<file path="src/rtl/sha256_bs_pkg.sv">
// Shared types and constants for the bit-serial SHA-256 datapath stages.
package sha256_bs_pkg;

    localparam int W_WORD = 32;
    localparam int CNT_W  = $clog2(W_WORD);

    typedef logic [W_WORD-1:0] word_t;
    typedef logic [CNT_W-1:0]  cnt_t;

    typedef enum logic {
        IDLE  = 1'b0,
        SHIFT = 1'b1
    } state_t;

endpackage

</file>
<file path="src/rtl/bclk_gen.sv">
// Bit-clock generator: phase counter, registered bclk and last-phase strobe.
// bclk is low for the first half of each period and high for the second, so
// the falling edge lines up with the point where a source changes its bit.
// restart forces phase 0 next cycle; with en low the generator parks at phase 0
// with bclk low.
module bclk_gen #(
    parameter int clk_div = 4
) (
    input  logic clk,
    input  logic rst,
    input  logic en,
    input  logic restart,
    output logic bclk,
    output logic last
);

    localparam int PW = (clk_div > 2) ? $clog2(clk_div) : 1;
    localparam logic [PW-1:0] HALF   = PW'(clk_div / 2);
    localparam logic [PW-1:0] LAST_P = PW'(clk_div - 1);

    if (clk_div < 2 || (clk_div % 2) != 0) begin : g_bad_clk_div
        $error("bclk_gen: clk_div must be even and >= 2");
    end

    logic [PW-1:0] ph_q, ph_d;
    logic          bclk_q, bclk_d;

    // Next phase and the bclk level that belongs to it.
    always_comb begin
        ph_d   = '0;
        bclk_d = 1'b0;
        if (restart) begin
            ph_d   = '0;
            bclk_d = 1'b0;
        end else if (en) begin
            ph_d   = (ph_q == LAST_P) ? '0 : ph_q + 1'b1;
            bclk_d = (ph_d >= HALF);
        end
    end

    // Phase and bclk registers.
    always_ff @(posedge clk or posedge rst) begin
        if (rst) begin
            ph_q   <= '0;
            bclk_q <= 1'b0;
        end else begin
            ph_q   <= ph_d;
            bclk_q <= bclk_d;
        end
    end

    assign bclk = bclk_q;
    assign last = (ph_q == LAST_P);

endmodule

</file>
<file path="src/rtl/word_serializer.sv">
// Parallel-to-serial front end for the bit-serial SHA-256 stages.
// Handshake: a word is taken in any cycle where word_valid && word_ready;
// word_ready depends only on registered state, and a word offered while
// word_ready is low is simply not taken (no buffering beyond the active word).
// The next word may be taken in the last cycle of the current one, so bclk
// runs without a gap across back-to-back words.
module word_serializer
    import sha256_bs_pkg::*;
#(
    parameter int w_word    = W_WORD,
    parameter int clk_div   = 4,
    parameter bit msb_first = 1'b1
) (
    input  logic                        clk,
    input  logic                        rst,
    input  logic [w_word-1:0]           word_in,
    input  logic                        word_valid,
    output logic                        word_ready,
    output logic                        bclk,
    output logic [$clog2(w_word)-1:0]   counter,
    output logic                        bit_out,
    output logic                        busy,
    output logic                        word_done
);

    localparam int CW = $clog2(w_word);
    localparam logic [CW-1:0] CNT_LAST = CW'(w_word - 1);

    state_t             state_q, state_d;
    logic [CW-1:0]      counter_q, counter_d;
    logic               bit_out_q, bit_out_d;
    logic [w_word-1:0]  shreg_q, shreg_d;

    logic gen_en, gen_restart, ph_last;
    logic end_word, accept;

    bclk_gen #(.clk_div(clk_div)) u_bclk_gen (
        .clk     (clk),
        .rst     (rst),
        .en      (gen_en),
        .restart (gen_restart),
        .bclk    (bclk),
        .last    (ph_last)
    );

    assign end_word   = (state_q == SHIFT) && ph_last && (counter_q == CNT_LAST);
    assign word_ready = (state_q == IDLE) || end_word;
    assign accept     = word_valid && word_ready;

    // Load on accept, otherwise advance the bit at the end of each period.
    always_comb begin
        state_d     = state_q;
        counter_d   = counter_q;
        bit_out_d   = bit_out_q;
        shreg_d     = shreg_q;
        gen_en      = 1'b0;
        gen_restart = 1'b0;
        if (accept) begin
            state_d     = SHIFT;
            counter_d   = '0;
            gen_restart = 1'b1;
            if (msb_first) begin
                bit_out_d = word_in[w_word-1];
                shreg_d   = word_in << 1;
            end else begin
                bit_out_d = word_in[0];
                shreg_d   = word_in >> 1;
            end
        end else begin
            case (state_q)
                SHIFT: begin
                    if (end_word) begin
                        state_d   = IDLE;
                        counter_d = '0;
                        bit_out_d = 1'b0;
                        shreg_d   = '0;
                    end else begin
                        gen_en = 1'b1;
                        if (ph_last) begin
                            counter_d = counter_q + 1'b1;
                            if (msb_first) begin
                                bit_out_d = shreg_q[w_word-1];
                                shreg_d   = shreg_q << 1;
                            end else begin
                                bit_out_d = shreg_q[0];
                                shreg_d   = shreg_q >> 1;
                            end
                        end
                    end
                end
                default: begin
                    state_d = IDLE;
                end
            endcase
        end
    end

    // State, bit index, output bit and shift register.
    always_ff @(posedge clk or posedge rst) begin
        if (rst) begin
            state_q   <= IDLE;
            counter_q <= '0;
            bit_out_q <= 1'b0;
            shreg_q   <= '0;
        end else begin
            state_q   <= state_d;
            counter_q <= counter_d;
            bit_out_q <= bit_out_d;
            shreg_q   <= shreg_d;
        end
    end

    assign counter   = counter_q;
    assign bit_out   = bit_out_q;
    assign busy      = (state_q == SHIFT);
    assign word_done = end_word;

endmodule

</file>
<file path="config.mk">
export PLATFORM = sky130hd
export DESIGN_NAME = word_serializer
export DESIGN_NICKNAME = d
export VERILOG_FILES = /design/src/rtl/sha256_bs_pkg.sv /design/src/rtl/bclk_gen.sv /design/src/rtl/word_serializer.sv
export SDC_FILE = /design/constraint.sdc
export NUM_CORES = 1
export LEC_CHECK = 0
export ABC_AREA = 1
export CAP_MARGIN = 20
export CORE_MARGIN = 2
export CORE_UTILIZATION = 55
export CTS_CLUSTER_SIZE = 20
export DETAILED_ROUTE_END_ITERATION = 10
export PLACE_DENSITY = 0.85
export RECOVER_POWER = 100
export SKIP_LAST_GASP = 1
export SLEW_MARGIN = 0
export SYNTH_ARGS = -nofsm -noshare
export SYNTH_HDL_FRONTEND = slang
export SYNTH_SLANG_ARGS = --single-unit
</file>
<file path="constraint.sdc">
create_clock -name clk -period 2.6 [get_ports clk]
set_input_delay 0.52 -clock clk [delete_from_list [all_inputs] [get_ports clk]]
set_output_delay 0.52 -clock clk [all_outputs]
set_load 0.05 [all_outputs]
</file>
==> results.yml <==
drt:
  wl_per_cell_um: 12.4
  drt_iter0_drc: 184
  via_per_inst: 5.22
  dr.pass1.iters: 4
  drc: 0
  ant_nets: 0
  vias: 1974
  finalWirelength_um: 4700
sta:
  max_slew_margin: 0.355
  slew_viol_final: 0
  rsz0062_at_grt: "false"
  fin_crit_ps: 2240
  fin_skew_ps: 4.34
  fin_crit_sh: 0.861
  worst_slack_ps: 360
  setup_viol: 0
  max_freq_ghz: 0.446
  setup_tns_ps: 0
  worst_pin_slew_ps: 968
  finalHoldViolCount: 0
power_and_ir_drop:
  p_per_area_nw_per_um2: 400
  intPower_w: 0.000841
  vdd.ir_drop.worst_mv: 0.372
  clkPwrFrac: 0.342
  combPwrFrac: 0.069
  swShare: 0.203
  p_seq_frac: 0.590
  switchingPower_w: 0.000215
  p_leak_nw: 1.47
global_routing:
  grt_pass1_vias: 1908
  grt_pass1_wl_um: 8230
  grt_usage: 0.248
  grt-ovfl-total: 0
  antenna_found_initial: 0
  grt_max_degree: 41
die:
  die_w_um: 66.4
  start_util: 0.580
  die_h_um: 66.4
  ios: 45
  die-area_um2: 4400
  rows: 22
  core_area_um2: 3690
layout:
  num_antenna_cells: 0
  drive_gt1_frac: 0.0515
  stdcell_count: 378
  area_growth_pct: 23.5
  final_nets: 370
setup_path:
  cp-start-kind: "register"
  crit_chain: "ha_1 -> nand2_1 -> nor2_1 -> ha_1 -> nand3_1 -> nand2_1 -> buf_12"
  critPathArrivalTime_ps: 1720
  cp_max_fo: 5
  r2r_slack_ps: 470
  crit_end: "word_ready"
  r2r-end: "shreg_q[10]$_DFFE_PP0P_"
  r2r_start: "counter[0]$_DFFE_PP0P_"
  worstPathRequired_ps: 2080
  worstRegToRegCells: 10
  startpoint: "counter[0]$_DFFE_PP0P_"
  max_stage_delay_ps: 420
  crit_path_top_delay_cell: "dfrtp_1"
  crit_type: "reg -> out"
  endpoint_kind: "output port"
placed_design:
  gp_congestion: 0.793
  placed_cells: 373
  post-place-ws_ps: 634
  port_buffers: 44
  dp_hpwl_um: 3040
yosys:
  seq_area_frac_synth: 0.468
  synth_top_area_share: 0.468
  yosys_warnings: 0
  synth_area_um2: 2140
  yosysMostFrequentCell: "nand2_1"
  ys_top_cells_by_count: "142 x nand2_1, 66 x nand3_1, 40 x dfrtp_1"
  yosysUniqueCellTypes: 16
  syn_inst: 294
  syn_avg_cell_area_um2: 7.27
  synth_top_cell_by_area: "dfrtp_1"
  synthTopCellsByArea: "dfrtp_1 47%, nand2_1 25%, nand3_1 15%, buf_2 2.8%, ha_1 1.8%"
  syn-num-nets: 332
  synthFlopType: "dfrtp_1"
  async_reset_ff_frac: 1.00
  synth_edf_count: 0
  ys_seq_elements: 40
cts:
  clk_root_buffer_cell: "clkbuf_8"
  clkTransAtPathRegs_ps: 70
  post-cts-setup-buffers: 0
  cts_resized: 0
  clkSinkCount: 40
  cts-htree-levels: 2
  clk_latency_ps: 280
  cts_buffer_depth: 2
  cts_buffers: 5
  cts_tree: "yes"
  holdBufCountCts: 0
job:
  max_cap_violations: 0
hold_path:
  min_path_type: "reg -> reg"
status:
  status: "finished clean"
==> layout make-up <==
| class | instances | area (µm²) |
|---|---|---|
| multi-input combinational | 224 | 965 |
| clock buffer | 5 | 68.8 |
| tap | 48 | 60.1 |
| fill | 334 | 1050 |
| sequential | 40 | 1000 |
| inverter | 10 | 37.5 |
| timing repair buffer | 51 | 508 |
==> worst min-delay path by stage <==
stage / startpoint / to / slack (ps) / cells after the start
after floorplan: u_bclk_gen.ph_q[0]$_DFF_PP0_ / u_bclk_gen.ph_q[0]$_DFF_PP0_ / 410 / 1
after global placement: u_bclk_gen.ph_q[0]$_DFF_PP0_ / u_bclk_gen.ph_q[0]$_DFF_PP0_ / 420 / 1
after detailed placement: u_bclk_gen.ph_q[0]$_DFF_PP0_ / u_bclk_gen.ph_q[0]$_DFF_PP0_ / 440 / 1
after CTS: u_bclk_gen.ph_q[0]$_DFF_PP0_ / u_bclk_gen.ph_q[0]$_DFF_PP0_ / 450 / 1
after global routing: u_bclk_gen.ph_q[0]$_DFF_PP0_ / u_bclk_gen.ph_q[0]$_DFF_PP0_ / 470 / 1
final: u_bclk_gen.ph_q[0]$_DFF_PP0_ / u_bclk_gen.ph_q[0]$_DFF_PP0_ / 440 / 1
==> state kept, by name, summed over array words and instances, names as in the netlist <==
name and count:
counter 5, bit_out 1, busy 1, u_bclk_gen.bclk 1
shreg_q 31, u_bclk_gen.ph_q 1
==> worst max-delay path, delay by kind of cell, from the launching register on <==
family                   cells  cell delay, ps
flip-flops                   1             420
AND/OR/NAND/NOR              4             430
buffers and inverters        1             190
adder cells (fa/ha/maj)      2             400
==> cell usage in the layout (no fill, tap or decap), types with 3 or more instances in the layout <==
| cell type | instances |
|---|---|
| nand4_1 | 3 |
| inv_1 | 8 |
| buf_4 | 5 |
| dfrtp_1 | 40 |
| nor2_1 | 4 |
| ha_1 | 3 |
| clkbuf_8 | 5 |
| clkdlybuf4s50_1 | 33 |
| nand3_1 | 67 |
| dlygate4sd3_1 | 9 |
| nand2_1 | 143 |
==> power groups by stage <==
| stage | Sequential [W] | Combinational [W] | Clock (W) |
|---|---|---|---|
| after global placement | 0.000634 | 0.0000735 | 0 |
| after floorplan | 0.000634 | 0.0000177 | 0 |
| final | 0.000622 | 0.0000724 | 0.000361 |
| after global routing | 0.000622 | 0.0000794 | 0.000398 |
| after CTS | 0.000622 | 0.0000743 | 0.000370 |
| after detailed placement | 0.000634 | 0.0000739 | 0 |
==> metrics by stage <==
step           power [W]  hold slack, ps  utilization  area [µm²]
5_1_grt          0.00110             470        0.716        2640
3_3_place_gp    0.000707             424        0.703        2590
4_1_cts          0.00107             452        0.721        2660
6_report         0.00106             444        0.716        2640
3_5_place_dp    0.000708             443        0.703        2590
2_1_floorplan   0.000652             412            -        2140
==> layer usage <==
layer  vias up  share of wire  track usage
met5         -              0            0
met3         6          0.054       0.0596
met1       903           0.45        0.330
met2        54           0.48        0.400
met4         0          0.012       0.0791
li1       1011              -            -
==> cell families after synthesis <==
| logic type | Yosys count | share of synthesized area |
|---|---|---|
| AND/OR/NAND/NOR | 219 | 0.436 |
| AO/OA/AOI/OAI | 2 | 0.00468 |
| adder cells (fa/ha/maj) | 3 | 0.0176 |
| buffers and inverters | 30 | 0.0737 |
| flip-flops | 40 | 0.468 |
Power figures use the tool's default switching activity.
